[src/rtl/ifu_fetch.sv]
// Instruction fetch unit: issues one word-aligned fetch at a time, buffers the
// returned instruction for the decoder, and squashes stale work on redirects.
module ifu_fetch #(
    parameter logic [31:0] RESET_PC = 32'h8000_0000,
    parameter logic [31:0] NOP_INST = 32'h0000_0013
) (
    input  logic        clock,
    input  logic        reset,
    output logic        req_valid_o,
    input  logic        req_ready_i,
    output logic [31:0] req_addr_o,
    input  logic        resp_valid_i,
    input  logic [31:0] resp_data_i,
    input  logic        resp_err_i,
    output logic        valid_o,
    input  logic        ready_i,
    output logic [31:0] inst_o,
    output logic [31:0] pc_o,
    output logic        fault_o,
    input  logic [31:0] pred_pc_i,
    input  logic        redirect_valid_i,
    input  logic [31:0] redirect_pc_i
);

    localparam logic [1:0] S_IDLE = 2'd0;
    localparam logic [1:0] S_REQ  = 2'd1;
    localparam logic [1:0] S_WAIT = 2'd2;
    localparam logic [1:0] S_HOLD = 2'd3;

    logic [1:0]  state_q, state_d;
    logic [31:0] pc_q, pc_d;
    logic        drop_q, drop_d;
    logic [31:0] inst_q, inst_d;
    logic        err_q, err_d;

    logic        req_fire;
    logic [31:0] redirect_pc_aligned;

    assign redirect_pc_aligned = redirect_pc_i & ~32'h3;
    assign req_fire            = req_valid_o & req_ready_i;

    assign req_valid_o = (state_q == S_REQ);
    assign req_addr_o  = pc_q;
    // A redirect squashes the held pair in the same cycle so the decoder never takes it.
    assign valid_o     = (state_q == S_HOLD) & ~redirect_valid_i;
    assign inst_o      = inst_q;
    assign pc_o        = pc_q;
    assign fault_o     = (state_q == S_HOLD) & err_q;

    always_comb begin
        state_d = state_q;
        pc_d    = pc_q;
        drop_d  = drop_q;
        inst_d  = inst_q;
        err_d   = err_q;
        case (state_q)
            S_IDLE: begin
                state_d = S_REQ;
                if (redirect_valid_i) begin
                    pc_d = redirect_pc_aligned;
                end
            end
            S_REQ: begin
                if (redirect_valid_i) begin
                    pc_d = redirect_pc_aligned;
                    // The request already left for the old PC; its response must be dropped.
                    if (req_fire) begin
                        state_d = S_WAIT;
                        drop_d  = 1'b1;
                    end
                end else if (req_fire) begin
                    state_d = S_WAIT;
                end
            end
            S_WAIT: begin
                if (redirect_valid_i) begin
                    pc_d = redirect_pc_aligned;
                    if (resp_valid_i) begin
                        state_d = S_REQ;
                        drop_d  = 1'b0;
                    end else begin
                        drop_d  = 1'b1;
                    end
                end else if (resp_valid_i) begin
                    if (drop_q) begin
                        drop_d  = 1'b0;
                        state_d = S_REQ;
                    end else begin
                        inst_d  = resp_err_i ? NOP_INST : resp_data_i;
                        err_d   = resp_err_i;
                        state_d = S_HOLD;
                    end
                end
            end
            S_HOLD: begin
                if (redirect_valid_i) begin
                    pc_d    = redirect_pc_aligned;
                    state_d = S_REQ;
                end else if (ready_i) begin
                    pc_d    = pred_pc_i;
                    state_d = S_REQ;
                end
            end
            default: begin
                state_d = S_IDLE;
            end
        endcase
    end

    always_ff @(posedge clock or posedge reset) begin
        if (reset) begin
            state_q <= S_IDLE;
            pc_q    <= RESET_PC;
            drop_q  <= 1'b0;
            inst_q  <= 32'h0;
            err_q   <= 1'b0;
        end else begin
            state_q <= state_d;
            pc_q    <= pc_d;
            drop_q  <= drop_d;
            inst_q  <= inst_d;
            err_q   <= err_d;
        end
    end

endmodule

[config.mk]
export PLATFORM = sky130hd
export DESIGN_NAME = ifu_fetch
export DESIGN_NICKNAME = d
export VERILOG_FILES = /design/src/rtl/ifu_fetch.sv
export SDC_FILE = /design/constraint.sdc
export NUM_CORES = 1
export LEC_CHECK = 0
export CAP_MARGIN = 20
export CORE_MARGIN = 1.5
export CORE_UTILIZATION = 39
export DETAILED_ROUTE_END_ITERATION = 7
export PLACE_DENSITY = 0.81
export SLEW_MARGIN = 20
export SYNTH_ARGS = -nofsm -noshare
export SYNTH_HDL_FRONTEND = slang
export SYNTH_SLANG_ARGS = --single-unit
[constraint.sdc]
create_clock -name clock -period 2.99 [get_ports clock]
set_input_delay 0.598 -clock clock [delete_from_list [all_inputs] [get_ports clock]]
set_output_delay 0.598 -clock clock [all_outputs]
set_load 0.01 [all_outputs]
==> impl_metrics.csv <==
group,metric,value,unit
power_and_ir_drop,vdd_drop_max,0.408,mV
setup_path,crit_top_cell,"clkdlybuf4s50_1",
power_and_ir_drop,p_sw,1.24,mW
synthesis,synthMostInstantiatedCell,"dfrtp_1",
synthesis,synth_top_family_by_area,"multiplexers",
global_routing,grt_max_degree,65,
setup_path,path_class,"input port to primary output",
setup_path,worstPathBufferInverterCount,3,
synthesis,yosys.area.top_type,"dfrtp_1",
clock_tree,cts_hold_buf,0,
power_and_ir_drop,p_sw_share,29.8,%
synthesis,synth_cells,308,
synthesis,synth-compound-area-share,5.57,%
die,die_y,100,µm
setup_path,path_cells,"clkdlybuf4s50_1 -> nand2b_4 -> inv_1 -> clkdlybuf4s50_1",
synthesis,synth-seq-area-share,46.3,%
clock_tree,cts_tree,"built",
placement,port_buffers,199,
global_routing,grtUsageMet2,32.2,%
sta,rsz0062_at_grt,"false",
routing,wl,9120,µm
die,initial_core_util,40.0,%
clock_tree,clkLatencyLatePin,0.33,ns
die,io_pins,202,
routing,num_vias,2738,
sta,worst_slew_pin_slew,0.916,ns
routing,drcViolationCount,0,
setup_path,slowest_delay,0.54,ns
synthesis,synth_top_area_share,45.5,%
global_routing,use_met1,21.3,%
synthesis,ys_warn_count,0,
placement,post-dp-hpwl,6870,µm
routing,dr.pass1.iters,4,
power_and_ir_drop,p_per_area,724,nW/µm²
final_layout,drive_above_1_share,18.4,%
synthesis,async_flop_share,100,%
synthesis,netlist_top_cells_area,"dfrtp_1 (46%), mux2_4 (23%), buf_4 (7.1%), nand2b_1 (5.6%), o21ai_0 (4.4%)",
synthesis,yosys.area_share.simple,11.0,%
sta,relSlewSlack,38.8,%
setup_path,worstSetupStartpointType,"input port",
synthesis,ys_ff_latch,68,
clock_tree,cts_sinks,68,
setup_path,cpLargestDelayFamily,"buffers and inverters",
setup_path,required,2.39,ns
synthesis,syn_nets,416,
power_and_ir_drop,seqPwrFrac,33.1,%
die,coreArea,9200,µm²
final_layout,final_cell_area,5770,µm²
synthesis,synthFlopType,"dfrtp_1",
global_routing,use_met3,3.13,%
routing,first_iter_violations,77,
clock_tree,cts-buffers-inserted,9,
setup_path,cp_max_fo,8,
die,rows,35,
clock_tree,post-cts-setup-buffer-count,0,
synthesis,synthXorXnorAreaFrac,0,%
clock_tree,ctsResizeCount,0,
final_layout,fin_nets,582,
placement,placed_area,5530,µm²
placement,place.gp.congestion,0.800,
worst_hold_path,hold_path_class,"flip-flop to flip-flop",
global_routing,grt_pass1_wl,14100,µm
power_and_ir_drop,p_leak,2.59,nW
sta,max_freq,380,MHz
setup_path,arrival,2.03,ns
routing,wl_per_cell,15.5,µm
synthesis,synth-edff-count,0,
synthesis,synth.distinct_cells,26,
global_routing,grt_pass1_vias,2821,
power_and_ir_drop,pwr-share-comb,45.9,%
sta,setup_viol,0,
flow_run,drv_cap,0,
clock_tree,path_clk_slew,0.07,ns
sta,hold_viol,0,
final_layout,syn_to_final_growth,56.7,%
final_layout,antenna_cells,0,
power_and_ir_drop,clkPwrFrac,21.0,%
sta,finClkSkew,0.0129,ns
status,status,"finished, final reports clean",
setup_path,ff2ff_setup_slack,0.87,ns
synthesis,syn_avg_cell_area,12.0,µm²
global_routing,grt_usage,18.1,%
clock_tree,htreeDepth,3,
die,die_w,100,µm
synthesis,synthMuxAreaShare,25.6,%
global_routing,antenna_found_initial,0,
setup_path,cpMaxStageDelayCell,"clkdlybuf4s50_1",
global_routing,overflow,0,
global_routing,busiest_layer,"met2",
routing,ant_nets,0,
setup_path,critPathCaptureType,"primary output",
sta,fin_crit_sh,88.0,%
synthesis,synth_common_cells,"dfrtp_1 (67), mux2_4 (57), buf_4 (35), nand2_1 (35), nand2b_1 (33)",
sta,fin_crit,2.63,ns
synthesis,synth_area,3680,µm²
routing,vias_per_cell,4.64,
die,die-area,10000,µm²
sta,slew_violations,0,
clock_tree,cts-root-buf,"clkbuf_8",
final_layout,fill_cells,728,
clock_tree,cts_buffer_depth,2,
sta,tns,0,ns
power_and_ir_drop,p_int,2.93,mW
final_layout,utilization,62.7,%
synthesis,synth_fa_ha_area_share,1.70,%
-- registers in the layout, summed over array words and instances, names as in the netlist --
| register | flops |
|---|---|
| err_q | 1 |
| state_q | 2 |
| drop_q | 1 |
| inst_o | 32 |
| pc_o | 32 |
-- metrics by stage --
step	setup WS, ns	hold WS [ns]	std cells	power [mW]
detailed placement	0.339	0.470	574	3.33
global route	0.299	0.514	590	4.40
finish	0.359	0.480	590	4.18
floorplan	0.682	0.471	308	2.47
CTS	0.356	0.488	590	4.23
global placement	0.351	0.462	574	3.27
-- cell type report --
| class | instances | area [µm²] | area share (%) |
|---|---|---|---|
| clock inverter | 5 | 83.8 | 1.45 |
| inverter | 6 | 22.5 | 0.390 |
| clock buffer | 11 | 151 | 2.62 |
| multi-input combinational | 186 | 1620 | 28.1 |
| tap | 111 | 139 | 2.41 |
| timing repair buffer | 203 | 2050 | 35.5 |
| sequential | 68 | 1700 | 29.5 |
-- power by group through the flow --
stage | combinational [mW] | clock [mW] | sequential [mW]
after floorplan | 0.988 | 0 | 1.48
after global placement | 1.89 | 0 | 1.39
after detailed placement | 1.93 | 0 | 1.40
after CTS | 1.94 | 0.905 | 1.39
after global routing | 2.03 | 0.944 | 1.42
final | 1.92 | 0.877 | 1.38
-- metal layers --
| metal | share of wire (%) | vias to the layer above | wire (µm) |
|---|---|---|---|
| met3 | 4.8 | 15 | 436 |
| met2 | 53 | 101 | 4790 |
| met4 | 2.1 | 0 | 195 |
| met1 | 40 | 1297 | 3690 |
| li1 | - | 1325 | - |
| met5 | 0 | - | 0 |
-- worst register-to-register path, cell delays in order, from the launching register on --
cell and delay, ns:
dfrtp_1 0.45, ha_1 0.30, nand2b_4 0.19, buf_4 0.44, mux2_2 0.39, mux2_2 0.26
-- cells by family after synthesis --
kind of cell / count (synthesis)
and+or+nand+nor: 78
buffers and inverters: 54
AOI/OAI and AO/OA: 38
muxes: 65
adders and majority gates: 5
DFF: 68
-- worst paths after layout --
path | from | to | depth (start not counted)
setup / recovery | redirect_valid_i | valid_o | 4
hold / removal | inst_o[15]$_DFFE_PP0P_ | inst_o[15]$_DFFE_PP0P_ | 2
setup reg to reg | state_q[0]$_DFFE_PP0P_ | pc_o[16]$_DFFE_PP0P_ | 5
hold reg to reg | inst_o[15]$_DFFE_PP0P_ | inst_o[15]$_DFFE_PP0P_ | 2
max in group asynchronous | reset | inst_o[3]$_DFFE_PP0P_ | 3
min in group asynchronous | reset | pc_o[27]$_DFFE_PP0P_ | 2
-- cell usage in the layout, fill, tap and decap left out, types with 2 or more instances in the layout --
cell / netlist / routed
dfrtp_1: 67 / 67
nand2_1: 35 / 35
mux2_2: 5 / 5
clkinvlp_4: 0 / 2
mux2i_1: 3 / 3
o21ai_0: 32 / 32
buf_4: 35 / 2
buf_12: 0 / 2
o21bai_1: 2 / 2
nand2b_1: 33 / 33
inv_1: 6 / 5
nand3_1: 2 / 2
clkbuf_8: 0 / 11
mux2_4: 57 / 57
ha_1: 5 / 5
clkdlybuf4s50_1: 0 / 199
nor2_1: 3 / 3
bufinv_16: 0 / 2
(Power assumes the default switching activity.)
